===== src/rtl/fetch_ctrl.sv =====
// Instruction-fetch sequencer: PC enable/next-PC, small fetch queue toward decode,
// redirect flush and RUN/DRAIN/HALTED control. Optional counters under FETCH_PERF_EN.
module fetch_ctrl #(
  parameter int DEPTH = 2,
  parameter int PTR_W = 1
) (
  input  logic        clk,
  input  logic        reset,
  input  logic [31:0] F_instr,
  input  logic [31:0] F_PC,
  output logic        pc_en,
  output logic [31:0] NPC,
  output logic        d_valid,
  output logic [31:0] d_instr,
  output logic [31:0] d_pc,
  input  logic        d_ready,
  input  logic        redirect,
  input  logic [31:0] redirect_target,
  input  logic        halt_req,
  input  logic        resume,
  output logic        halted,
  output logic [31:0] perf_bubble_cnt,
  output logic [31:0] perf_flush_cnt
);

  typedef enum logic [1:0] {
    RUN    = 2'd0,
    DRAIN  = 2'd1,
    HALTED = 2'd2
  } state_t;

  state_t           state_q, state_d;
  logic [PTR_W:0]   count_q, count_d;
  logic [PTR_W-1:0] head_q, tail_q;
  logic [31:0]      instr_mem [DEPTH];
  logic [31:0]      pc_mem    [DEPTH];

  logic deq, full, fire;

  assign deq  = d_valid & d_ready;
  assign full = (count_q == (PTR_W+1)'(DEPTH));
  assign fire = (state_q == RUN) & (~full | deq) & ~redirect;

  // Reset gates the enable so the PC register never loads while held in reset.
  assign pc_en = (fire | redirect) & ~reset;
  assign NPC   = redirect ? redirect_target : F_PC + 32'd4;

  assign d_valid = (count_q != '0);
  assign d_instr = instr_mem[head_q];
  assign d_pc    = pc_mem[head_q];
  assign halted  = (state_q == HALTED);

  always_comb begin
    count_d = count_q;
    if (redirect) begin
      count_d = '0;
    end else begin
      case ({fire, deq})
        2'b10:   count_d = count_q + (PTR_W+1)'(1);
        2'b01:   count_d = count_q - (PTR_W+1)'(1);
        default: count_d = count_q;
      endcase
    end
  end

  // DRAIN decides on the post-dequeue/post-flush occupancy of this cycle.
  always_comb begin
    state_d = state_q;
    case (state_q)
      RUN:     if (halt_req) state_d = DRAIN;
      DRAIN: begin
        if (!halt_req)          state_d = RUN;
        else if (count_d == '0) state_d = HALTED;
      end
      HALTED:  if (resume) state_d = RUN;
      default: state_d = RUN;
    endcase
  end

  always_ff @(posedge clk or posedge reset) begin
    if (reset) begin
      state_q <= RUN;
      count_q <= '0;
      head_q  <= '0;
      tail_q  <= '0;
      for (int i = 0; i < DEPTH; i++) begin
        instr_mem[i] <= '0;
        pc_mem[i]    <= '0;
      end
    end else begin
      state_q <= state_d;
      count_q <= count_d;
      if (redirect) begin
        head_q <= '0;
        tail_q <= '0;
      end else begin
        if (fire) begin
          instr_mem[tail_q] <= F_instr;
          pc_mem[tail_q]    <= F_PC;
          tail_q            <= tail_q + PTR_W'(1);
        end
        if (deq) head_q <= head_q + PTR_W'(1);
      end
    end
  end

`ifdef FETCH_PERF_EN
  logic [31:0]    bubble_q, flush_q;
  logic [PTR_W:0] deq_w;

  assign deq_w = {{PTR_W{1'b0}}, deq};

  // A flush only counts when something survives the same-cycle dequeue.
  always_ff @(posedge clk or posedge reset) begin
    if (reset) begin
      bubble_q <= '0;
      flush_q  <= '0;
    end else begin
      if ((state_q == RUN) && !d_valid) bubble_q <= bubble_q + 32'd1;
      if (redirect && (count_q > deq_w)) flush_q <= flush_q + 32'd1;
    end
  end

  assign perf_bubble_cnt = bubble_q;
  assign perf_flush_cnt  = flush_q;
`else
  assign perf_bubble_cnt = 32'h0;
  assign perf_flush_cnt  = 32'h0;
`endif

endmodule


===== config.mk =====
export PLATFORM = sky130hd
export DESIGN_NAME = fetch_ctrl
export DESIGN_NICKNAME = d
export VERILOG_FILES = /design/src/rtl/fetch_ctrl.sv
export SDC_FILE = /design/constraint.sdc
export NUM_CORES = 1
export LEC_CHECK = 0
export CAP_MARGIN = 30
export CORE_ASPECT_RATIO = 1.25
export CORE_MARGIN = 2
export CORE_UTILIZATION = 33
export DETAILED_ROUTE_END_ITERATION = 10
export HOLD_SLACK_MARGIN = 0.03
export PLACE_DENSITY = 0.64
export SYNTH_ARGS = -nofsm -noshare
export SYNTH_HDL_FRONTEND = slang
export SYNTH_SLANG_ARGS = --single-unit

===== constraint.sdc =====
create_clock -name clk -period 4.7 [get_ports clk]
set_clock_uncertainty 0.05 [all_clocks]
set_input_delay 0.94 -clock clk [delete_from_list [all_inputs] [get_ports clk]]
set_output_delay 0.94 -clock clk [all_outputs]
set_load 0.01 [all_outputs]

==> flow_metrics.tcl <==
set metrics [dict create \
    fp.dieH_um 170 \
    setup.worst_path.end_class "output pin" \
    place.gp.congestion 0.803 \
    routed_wl_um 18300 \
    cts_setup_buffers 0 \
    dp_hpwl_um 12900 \
    grt.total_usage_pct 16.4 \
    start_util_pct 33.6 \
    synth_cells 603 \
    synth_flop_cell "dfrtp_1" \
    pre_cts_slack_ns 0.113 \
    layout-drive-gt1-share_pct 31.5 \
    via_count 5259 \
    first_pass_iters 4 \
    port_buffers 200 \
    grt_pass1_vias 5464 \
    clk_pin_slew_ns 0.06 \
    synth-edff-count 0 \
    ios 265 \
    seqPwrFrac_pct 33.6 \
    htree_levels 4 \
    ant_nets 0 \
    ys_async_sr_fraction_pct 100 \
    finalSetupTns_ns 0 \
    synth_cell_types 36 \
    worstMarginPinSlew_ns 0.950 \
    ctsResizeCount 0 \
    holdBufCountCts 0 \
    vias_per_cell 4.72 \
    synth-seq-cells 134 \
    syn_area_um2 7250 \
    synth_common_cells "190 x mux2_2, 134 x dfrtp_1, 64 x buf_4" \
    criticalPathCategory "in2out" \
    final_net_count 925 \
    slew_headroom_pct 36.6 \
    synth.area.top_cells "dfrtp_1 46%, mux2_2 30%, buf_4 6.6%" \
    tritoncts.num_buffers 17 \
    die_x_um 137 \
    status "finished clean" \
    crit_arrival_ns 3.56 \
    cellPowerDensity_nw_per_um2 600 \
    hold_viol 0 \
    crit_path_start_kind "primary input" \
    period_share_pct 96.8 \
    coreArea_um2 21500 \
    synth_area_per_cell_um2 12.0 \
    p_int_mw 4.20 \
    clk_latency_ns 0.41 \
    synth_top_area_cell "dfrtp_1" \
    synth.most_common_cell "mux2_2" \
    rsz0062_at_grt "false" \
    fin_ws_ns 0.149 \
    cts_root_buf "clkbuf_16" \
    drv_cap 0 \
    die_area_um2 23200 \
    hold_path_class "reg2reg" \
    dp.cells 1080 \
    cts_sinks 134 \
    rows 60 \
    ys_seq_area_share_pct 46.3 \
    overflow 0 \
    power_leakage_nw 4.15 \
    p_sw_mw 1.85 \
    fin_crit_ns 4.55 \
    critPathRequiredTime_ns 3.71 \
    ys_warn_count 0 \
    grt_pass1_wl_um 29500 \
    sw_frac_of_total_pct 30.6 \
    max_freq_ghz 0.220 \
    drc_errors 0 \
    cts_max_path_buffers 2 \
    antenna_found_initial 0 \
    critPathMaxFanout 7 \
    grt_max_degree 98 \
    cts_tree "built" \
    wl_per_cell_um 16.5 \
    ir_worst_vdd_mv 0.379 \
    p_clk_share_pct 21.1 \
    synth_top_cell_area_share_pct 46.3 \
    slew_viol_final 0 \
    drt_iter0_drc 164 \
    area_growth_pct 39.2 \
    setup_viol 0 \
    pwr-share-comb_pct 45.3 \
    final_cells 1114 \
]
## final timing paths
check	from	endpoint	slack [ns]	cells after the start
setup / recovery	F_PC[24]	NPC[29]	0.15	6
hold / removal	instr_mem[42]$_DFFE_PP0P_	instr_mem[42]$_DFFE_PP0P_	0.44	1
setup reg to reg	count_q[0]$_DFF_PP0_	instr_mem[26]$_DFFE_PP0P_	2.38	5
hold reg to reg	instr_mem[42]$_DFFE_PP0P_	instr_mem[42]$_DFFE_PP0P_	0.44	1
max in group asynchronous	reset	pc_mem[5]$_DFFE_PP0P_	2.87	3
min in group asynchronous	reset	tail_q$_DFFE_PP0N_	0.87	2
## logic make-up (layout without fill, tap and decap cells)
logic type | Yosys count | count (layout) | share of synthesized area [%]
compound gates | 46 | 46 | 3.97
simple gates | 102 | 102 | 7.91
flops | 134 | 134 | 46.3
fa+ha+maj | 2 | 2 | 0.345
other cells | 1 | 65 | 0.0518
mux | 195 | 195 | 30.3
xor+xnor | 17 | 17 | 2.05
buf+inv | 106 | 274 | 9.08
## sequential cells by signal, summed over array words and instances, names as in the netlist
signal     cells
state_q        2
instr_mem     64
tail_q         1
head_q         1
pc_mem        64
count_q        2
## area by class of cell
cell class,count,area (um2)
Antenna cell,1,2.50
Clock buffer,18,429
Clock inverter,14,139
Fill cell,2009,11500
Inverter,8,35.0
Multi-Input combinational cell,426,3480
Sequential cell,134,3360
Tap cell,279,349
Timing Repair Buffer,234,2300
## power by group through the flow
stage,registers [mW],clock network [mW],logic (mW)
floorplan,1.93,0,1.66
global placement,2.09,0,2.68
detailed placement,2.11,0,2.70
CTS,2.09,1.33,2.72
global route,2.12,1.38,2.97
finish,2.03,1.28,2.74
## critical path, stage by stage
cell,delay (ns)
clkdlybuf4s50_1,0.50
nand4_2,0.19
or4_1,0.61
or4_1,0.51
a31oi_1,0.21
clkdlybuf4s50_1,0.59
## layer usage
| layer | global-route usage, % | vias up | wire length [um] |
|---|---|---|---|
| met4 | 3.99 | 0 | 152 |
| met2 | 28.0 | 194 | 9080 |
| met5 | 0 | - | 0 |
| li1 | - | 2472 | - |
| met3 | 6.18 | 12 | 1750 |
| met1 | 19.3 | 2581 | 7350 |
## stage by stage
stage	hold WS, ns	cell area (um2)	power, mW	utilization, %
final	0.436	10100	6.05	46.8
after global routing	0.454	10100	6.46	46.8
after detailed placement	0.426	9490	4.80	44.0
after floorplan	0.404	7480	3.59	-
after global placement	0.414	9490	4.77	44.0
after CTS	0.439	10100	6.13	46.7
## placed cells by master, fill, tap and decap left out, types with 6 or more instances in the layout
| cell | n |
|---|---|
| clkdlybuf4s50_1 | 199 |
| mux2_2 | 190 |
| dfrtp_1 | 133 |
| conb_1 | 64 |
| buf_4 | 31 |
| nand2_1 | 27 |
| clkbuf_16 | 17 |
| o21ai_0 | 16 |
| nor2_1 | 15 |
| or4_1 | 15 |
| xor2_1 | 13 |
| nand3_1 | 11 |
| o31ai_1 | 10 |
| a31oi_1 | 10 |
| nand4_1 | 9 |
| inv_1 | 6 |
| inv_6 | 6 |
No activity file was read; power rests on OpenSTA's default activity.
